==> src/rtl/stopwatch_ctrl.sv <==
// Stopwatch controller: debounced start/lap/clear keys, 6-digit BCD mm:ss.cc count,
// lap-freeze display register and seven-segment decode.

module stopwatch_key #(
    parameter int DEBOUNCE_CYCLES = 1000000
) (
    input  logic clk_i,
    input  logic rst_n_i,
    input  logic key_n_i,
    output logic press_o
);
    localparam int CW = $clog2(DEBOUNCE_CYCLES + 1);

    logic          sync1_q, sync2_q;
    logic          level_q, level_d;
    logic [CW-1:0] cnt_q, cnt_d;
    logic          accept;

    // The stable-sample run restarts whenever the synchronised level matches the accepted one.
    always_comb begin
        accept  = (sync2_q != level_q) && (cnt_q == CW'(DEBOUNCE_CYCLES - 1));
        cnt_d   = '0;
        level_d = level_q;
        if (accept)
            level_d = sync2_q;
        else if (sync2_q != level_q)
            cnt_d = cnt_q + 1'b1;
    end

    assign press_o = accept && !sync2_q;

    always_ff @(posedge clk_i) begin
        if (!rst_n_i) begin
            sync1_q <= 1'b1;
            sync2_q <= 1'b1;
            level_q <= 1'b1;
            cnt_q   <= '0;
        end else begin
            sync1_q <= key_n_i;
            sync2_q <= sync1_q;
            level_q <= level_d;
            cnt_q   <= cnt_d;
        end
    end
endmodule

module stopwatch_ctrl #(
    parameter int TICK_DIV        = 500000,
    parameter int DEBOUNCE_CYCLES = 1000000
) (
    input  logic       clk,
    input  logic       rst_n,
    input  logic       key_start_n,
    input  logic       key_lap_n,
    input  logic       key_clear_n,
    output logic [6:0] hex5,
    output logic [6:0] hex4,
    output logic [6:0] hex3,
    output logic [6:0] hex2,
    output logic [6:0] hex1,
    output logic [6:0] hex0,
    output logic       running,
    output logic       frozen,
    output logic       wrap
);
    localparam int PW = (TICK_DIV > 2) ? $clog2(TICK_DIV) : 1;
    // Digit order is C0, C1, S0, S1, M0, M1 from index 0 upward.
    localparam logic [5:0][3:0] DMAX = {4'd5, 4'd9, 4'd5, 4'd9, 4'd9, 4'd9};

    typedef enum logic [1:0] {S_IDLE, S_RUN, S_PAUSE} state_t;

    state_t          state_q, state_d;
    logic [PW-1:0]   presc_q, presc_d;
    logic [5:0][3:0] cnt_q, cnt_d, cnt_inc, disp_q;
    logic            frozen_q, frozen_d;
    logic            wrap_q, wrap_d;
    logic            running_q;
    logic            tick, carry;
    logic [2:0]      keys_n, press;

    assign keys_n = {key_clear_n, key_lap_n, key_start_n};

    for (genvar i = 0; i < 3; i++) begin : g_key
        stopwatch_key #(.DEBOUNCE_CYCLES(DEBOUNCE_CYCLES)) u_key (
            .clk_i   (clk),
            .rst_n_i (rst_n),
            .key_n_i (keys_n[i]),
            .press_o (press[i])
        );
    end

    always_comb begin
        cnt_inc = cnt_q;
        carry   = 1'b1;
        for (int i = 0; i < 6; i++) begin
            if (carry) begin
                if (cnt_q[i] == DMAX[i]) begin
                    cnt_inc[i] = 4'd0;
                end else begin
                    cnt_inc[i] = cnt_q[i] + 4'd1;
                    carry      = 1'b0;
                end
            end
        end
    end

    // Lap is judged against the state before any start transition this cycle; clear overrides all.
    always_comb begin
        state_d  = state_q;
        presc_d  = presc_q;
        cnt_d    = cnt_q;
        frozen_d = frozen_q;
        wrap_d   = 1'b0;
        tick     = (state_q == S_RUN) && (presc_q == PW'(TICK_DIV - 1));
        if (state_q == S_RUN)
            presc_d = tick ? '0 : presc_q + 1'b1;
        if (tick) begin
            cnt_d  = cnt_inc;
            wrap_d = (cnt_q == DMAX);
        end
        if (press[1])
            frozen_d = (state_q == S_RUN) ? !frozen_q : 1'b0;
        if (press[0]) begin
            case (state_q)
                S_IDLE:  state_d = S_RUN;
                S_RUN:   state_d = S_PAUSE;
                S_PAUSE: state_d = S_RUN;
                default: state_d = S_IDLE;
            endcase
        end
        if (press[2]) begin
            state_d  = S_IDLE;
            cnt_d    = '0;
            presc_d  = '0;
            frozen_d = 1'b0;
            wrap_d   = 1'b0;
        end
    end

    always_ff @(posedge clk) begin
        if (!rst_n) begin
            state_q   <= S_IDLE;
            presc_q   <= '0;
            cnt_q     <= '0;
            disp_q    <= '0;
            frozen_q  <= 1'b0;
            wrap_q    <= 1'b0;
            running_q <= 1'b0;
        end else begin
            state_q   <= state_d;
            presc_q   <= presc_d;
            cnt_q     <= cnt_d;
            if (!frozen_q)
                disp_q <= cnt_q;
            frozen_q  <= frozen_d;
            wrap_q    <= wrap_d;
            running_q <= (state_d == S_RUN);
        end
    end

    function automatic logic [6:0] seg7(input logic [3:0] d);
        case (d)
            4'd0:    seg7 = 7'b1000000;
            4'd1:    seg7 = 7'b1111001;
            4'd2:    seg7 = 7'b0100100;
            4'd3:    seg7 = 7'b0110000;
            4'd4:    seg7 = 7'b0011001;
            4'd5:    seg7 = 7'b0010010;
            4'd6:    seg7 = 7'b0000010;
            4'd7:    seg7 = 7'b1111000;
            4'd8:    seg7 = 7'b0000000;
            4'd9:    seg7 = 7'b0010000;
            default: seg7 = 7'b1111111;
        endcase
    endfunction

    assign hex0    = seg7(disp_q[0]);
    assign hex1    = seg7(disp_q[1]);
    assign hex2    = seg7(disp_q[2]);
    assign hex3    = seg7(disp_q[3]);
    assign hex4    = seg7(disp_q[4]);
    assign hex5    = seg7(disp_q[5]);
    assign running = running_q;
    assign frozen  = frozen_q;
    assign wrap    = wrap_q;
endmodule

==> config.mk <==
export PLATFORM = sky130hd
export DESIGN_NAME = stopwatch_ctrl
export DESIGN_NICKNAME = d
export VERILOG_FILES = /design/src/rtl/stopwatch_ctrl.sv
export SDC_FILE = /design/constraint.sdc
export NUM_CORES = 1
export LEC_CHECK = 0
export BUFFER_PORTS_ARGS = -buffer_cell sky130_fd_sc_hd__buf_2
export CAP_MARGIN = 15
export CORE_MARGIN = 2
export CORE_UTILIZATION = 60
export DETAILED_ROUTE_END_ITERATION = 10
export GPL_ROUTABILITY_DRIVEN = 1
export HOLD_SLACK_MARGIN = 0.1
export PLACE_DENSITY = 0.76
export SKIP_LAST_GASP = 1
export SYNTH_ARGS = -nofsm -noshare
export SYNTH_HDL_FRONTEND = slang
export SYNTH_SLANG_ARGS = --single-unit
==> constraint.sdc <==
create_clock -name clk -period 2.6 [get_ports clk]
set_input_delay 0.13 -clock clk [delete_from_list [all_inputs] [get_ports clk]]
set_output_delay 0.13 -clock clk [all_outputs]
set_load 0.01 [all_outputs]
==> results of run 1 <==
==> cells by family after synthesis <==
family / after synthesis / synth area share
and+or+nand+nor: 381 / 0.239
xor gates and xnor gates: 82 / 0.0889
AOI/OAI and AO/OA: 86 / 0.0604
DFF: 183 / 0.453
muxes: 51 / 0.0669
adders and majority gates: 34 / 0.0526
buffers and inverters: 84 / 0.0392
==> flip-flops by register name, indices dropped and copies added (netlist names) <==
name,count
hex4,7
running,1
hex5,7
wrap,1
hex0,7
frozen,1
cnt_q,24
state_q,2
hex1,7
g_key.u_key.cnt_q,60
presc_q,19
g_key.u_key.level_q,3
g_key.u_key.sync1_q,3
hex2,7
hex3,7
disp_q,24
g_key.u_key.sync2_q,3
==> placed cells by master (no fill, tap or decap), types with 8 or more instances in the layout <==
master / n
ha_1: 34
xor2_1: 42
or3_1: 8
o21ai_0: 18
nand2b_1: 10
and3_1: 9
mux2i_1: 27
buf_2: 49
nand4_1: 26
nand3_1: 42
dfxtp_1: 183
and4_1: 14
nor3_1: 14
a21oi_1: 46
nand2_1: 85
mux2_2: 23
nor2b_1: 10
xnor2_1: 40
clkbuf_16: 17
nor4_1: 8
buf_4: 12
inv_1: 52
nor2_1: 124
==> cell type report <==
class / count / area share
Sequential cell: 183 / 0.396
Clock inverter: 13 / 0.0268
Timing Repair Buffer: 64 / 0.0395
Inverter: 52 / 0.0211
Tap cell: 176 / 0.0238
Clock buffer: 19 / 0.0490
Multi-Input combinational cell: 634 / 0.444
==> critical path: cells and delay by family, from the launching register on <==
family	cells	cell delay, ns
mux	1	0.32
simple gates	4	1.15
flops	1	0.40
fa+ha+maj	1	0.24
==> cell usage after synthesis (all sizes together), types with 3 or more instances <==
cell     instances  area share
nor3            14      0.0087
and4            14       0.015
o21a             4      0.0037
o211ai           4      0.0037
mux2            24       0.033
clkbuf          29       0.013
nor2b           10      0.0077
nor4bb           3      0.0037
nor3b            3      0.0028
xnor2           40       0.043
nor4b            6      0.0065
nor4             9      0.0088
nand2           85       0.039
nand4b           3      0.0033
xor2            42       0.046
o21ai           19       0.012
nand3b           3      0.0043
or3              8      0.0062
nand4           27       0.022
nand3           43       0.027
buf              3      0.0015
and3             9      0.0070
dfxtp          183        0.45
inv             52       0.024
nand2b          10      0.0077
ha              34       0.053
nor2           124       0.058
a21oi           46       0.028
o2bb2ai          6      0.0065
mux2i           27       0.033
a31oi            3      0.0023
==> power breakdown <==
part / internal [W] / switching (W)
Sequential: 0.00281 / 0.00000372
Combinational: 0.0000169 / 0.0000332
Clock: 0.00195 / 0.00106
Total: 0.00477 / 0.00109
==> path summary, 6_finish.rpt <==
| check | from | endpoint | cells past startpoint |
|---|---|---|---|
| setup reg to reg | presc_q[0] | cnt_q[20] | 6 |
| hold / removal | rst_n | g_key[2].u_key.level_q | 2 |
| hold reg to reg | g_key[1].u_key.sync1_q | g_key[1].u_key.sync2_q | 1 |
| setup / recovery | presc_q[0] | cnt_q[20] | 6 |
==> stage by stage <==
stage	instances	util	cell area, sq um
final	1141	0.701	9250
after global routing	1141	0.701	9250
after CTS	1141	0.701	9250
after detailed placement	1106	0.646	8520
after global placement	1106	0.646	8520
after floorplan	901	-	8080
==> per-layer routing <==
metal,share of wire,up-vias,global-route usage
met1,0.48,2818,0.267
met3,0.032,18,0.0504
met4,0.017,0,0.0794
li1,-,3156,-
met2,0.47,62,0.344
met5,0,-,0
==> results_dict.tcl, run 1 <==
set metrics [dict create \
    outcome "complete, no violations" \
    routed_wl_microns 14200 \
    p_per_area_nw_per_um2 634 \
    tritoncts_num_sinks 183 \
    reg2reg_slack_ns 0.38 \
    slowest_stage "or4b_1" \
    max_freq_ghz 0.450 \
    synth_edf_count 0 \
    routed-via-count 6054 \
    cts_max_level 4 \
    num_rows 42 \
    grt_pass1_wl_microns 24900 \
    synth_warnings 0 \
    crit_chain "ha_1 > nand3b_4 > nor4_4 > nand4_2 > or4b_1 > mux2_1" \
    setup_ws_ns 0.380 \
    grt_pass1_vias 5634 \
    grt_max_degree 31 \
    ir_drop_uv 469 \
    clk_latency_ns 0.43 \
    grt-ovfl-total 0 \
    n_antenna_cell 0 \
    seqCellArea_sq_um 3660 \
    clk_pin_slew_ns 0.07 \
    worstMarginPinSlew_ns 0.746 \
    initial_utilization 0.613 \
    hold_slack_ns 0.150 \
    setup_viol_count_final 0 \
    ioPinCount 50 \
    critPathCaptureType "flop" \
    syn_area_sq_um 8080 \
    period_needed_ns 2.22 \
    ys_ff_latch 183 \
    async_flop_share 0 \
    grt.total_usage 0.209 \
    dieArea_sq_um 14400 \
    final_nets 991 \
    drt-initial-drc-count 358 \
    fp.coreArea_sq_um 13200 \
    cts_setup_buffers 0 \
    power_w 0.00587 \
    layout-drive-gt1-share 0.128 \
    drv_cap 0 \
    yosysUniqueCellTypes 50 \
    synth_fp_nets 940 \
    via_per_inst 5.31 \
    clk_path_buf_depth 2 \
    cts_root_buffer "clkbuf_16" \
    antenna_found_initial 0 \
    max_slew_margin 0.501 \
    synth_ff_type "dfxtp_1" \
    path_class "flop to flop" \
    cts_resized 0 \
    avgRoutedWirePerCell_microns 12.5 \
    syn_to_final_growth_pct 14.5 \
    arrival_ns 2.54 \
    worstPathMaxFanout 5 \
    die_h_microns 120 \
    cts_buffers 17 \
    place_hpwl_microns 9600 \
    clock_skew_ns 0.00406 \
    leakage_nw 4.01 \
    worstPathRequired_ns 2.92 \
    dr.pass1.iters 4 \
    setup_tns_ns 0 \
    critPathMaxStageDelay_ns 0.52 \
    ys_seq_area_frac 0.453 \
    io_buffers 49 \
    period_share 0.854 \
    tritoncts "done" \
    drv_slew 0 \
    synthCells 901 \
    fillers 1033 \
    place_congestion 0.836 \
    hold_viol 0 \
    grt_setup_unrepaired "no" \
    postRouteAntennaNets 0 \
    crit_path_start_kind "flop" \
    fp.dieW_microns 120 \
    hp-class "primary input to flop" \
    hold_buffers 3 \
    synth_area_per_cell_sq_um 8.97 \
    multi_input_area_sq_um 4110 \
    drc 0 \
    dpl_worst_slack_ns 0.387 \
]
No activity file was read; power rests on OpenSTA's default activity.
==> run 2: changes to the inputs <==
CORE_UTILIZATION = 55   (was 60)
PLACE_DENSITY = 0.7   (was 0.76)
==> results_dict.tcl, run 2 (synthesis results as in run 1) <==
set metrics [dict create \
    outcome "complete, no violations" \
    slowest_stage "or4b_1" \
    path_delay_family "simple AND/OR/NAND/NOR gates" \
    leakage_nw 4.00 \
    tritoncts_num_sinks 183 \
    fp.dieW_microns 125 \
    ir_drop_uv 450 \
    layout-drive-gt1-share 0.129 \
    rr_worst_depth 6 \
    antenna_found_initial 0 \
    period_share 0.862 \
    critPathCaptureType "flop" \
    setup_viol_count_final 0 \
    grt.total_usage 0.188 \
    num_rows 44 \
    grt-ovfl-total 0 \
    worstPathRequired_ns 2.91 \
    drt-initial-drc-count 263 \
    max_slew_margin 0.586 \
    largest_register_ffs 60 \
    max_freq_ghz 0.446 \
    avgRoutedWirePerCell_microns 12.3 \
    clk_pin_slew_ns 0.07 \
    dpl_worst_slack_ns 0.349 \
    path_buf_inv 0 \
    worstHoldPathCells 2 \
    grt_pass1_wl_microns 25100 \
    worstPathMaxFanout 5 \
    via_per_inst 5.22 \
    reg.largest.list "g_key.u_key.cnt_q (60), cnt_q (24), disp_q (24)" \
    final_nets 993 \
    place_hpwl_microns 9560 \
    cts_buffers 17 \
    ioPinCount 50 \
    initial_utilization 0.560 \
    top_register "g_key.u_key.cnt_q" \
    clk_path_buf_depth 2 \
    cts_max_level 4 \
    mostFrequentLayoutCell "dfxtp_1" \
    p_per_area_nw_per_um2 620 \
    clock_skew_ns 0.0106 \
    hold_viol 0 \
    tritoncts "done" \
    syn_to_final_growth_pct 14.3 \
    drc 0 \
    dr.pass1.iters 4 \
    period_needed_ns 2.24 \
    cts_root_buffer "clkbuf_16" \
    hp-class "primary input to flop" \
    critPathMaxStageDelay_ns 0.51 \
    routed_wl_microns 14200 \
    worstMarginPinSlew_ns 0.615 \
    grt_pass1_vias 5663 \
    path_class "flop to flop" \
    crit_chain "ha_1 > nand3b_4 > nor4_4 > nand4_2 > or4b_1 > mux2_1" \
    drv_slew 0 \
    cts_resized 0 \
    setup_ws_ns 0.358 \
    fp.coreArea_sq_um 14400 \
    n_antenna_cell 0 \
    setup_tns_ns 0 \
    place_congestion 0.791 \
    postRouteAntennaNets 0 \
    grt_setup_unrepaired "no" \
    grt_max_degree 31 \
    cts_setup_buffers 0 \
    clk_latency_ns 0.42 \
    final_cell_mix "dfxtp_1 (183), nor2_1 (124), nand2_1 (85), inv_1 (52), buf_2 (49)" \
    die_h_microns 125 \
    dieArea_sq_um 15700 \
    arrival_ns 2.55 \
    drv_cap 0 \
    routed-via-count 6008 \
    crit_cells 6 \
    crit_path_start_kind "flop" \
    io_buffers 49 \
]
-- run 2: final timing paths --
kind                               start                endpoint  slack [ns]
setup / recovery              presc_q[0]               cnt_q[20]        0.36
hold / removal                     rst_n  g_key[2].u_key.level_q        0.15
setup reg to reg              presc_q[0]               cnt_q[20]        0.36
hold reg to reg   g_key[1].u_key.sync1_q  g_key[1].u_key.sync2_q        0.41
-- run 2: worst register-to-register path, stage by stage, from the launching register on --
cell      delay [ns]
dfxtp_1         0.40
ha_1            0.24
nand3b_4        0.13
nor4_4          0.33
nand4_2         0.22
or4b_1          0.51
mux2_1          0.31
-- run 2: metal layers --
layer  part of all wire  track usage
met5                  0            0
met4              0.011       0.0510
met3              0.024       0.0449
met2               0.46        0.314
met1               0.50        0.247
-- run 2: cell type report --
cell class,instances,area (sq um)
Inverter,52,195
Clock inverter,13,226
Fill cell,1235,5180
Timing Repair Buffer,66,380
Clock buffer,18,439
Tap cell,184,230
Sequential cell,183,3660
Multi-Input combinational cell,634,4110
-- run 2: what timing repair did --
action                                  CTS  global route
endpoints found under the setup margin    0             0
hold endpoints to repair                  3             0
hold buffers                              3             0
-- run 2: power breakdown --
| group | internal (W) | switching, W | total [W] |
|---|---|---|---|
| clock | 0.00182 | 0.00104 | 0.00287 |
| sequential | 0.00281 | 0.00000353 | 0.00281 |
| combinational | 0.0000169 | 0.0000338 | 0.0000507 |
| total | 0.00465 | 0.00108 | 0.00573 |
-- run 2: through the flow --
step | cells | util | hold slack, ns | instance area [sq um] | total power, W
after floorplan | 901 | - | 0.231 | 8080 | 0.00291
after global placement | 1116 | 0.592 | 0.312 | 8550 | 0.00292
after detailed placement | 1116 | 0.592 | 0.318 | 8550 | 0.00292
after CTS | 1150 | 0.641 | 0.157 | 9240 | 0.00579
after global routing | 1150 | 0.641 | 0.172 | 9240 | 0.00592
final | 1150 | 0.641 | 0.152 | 9240 | 0.00573
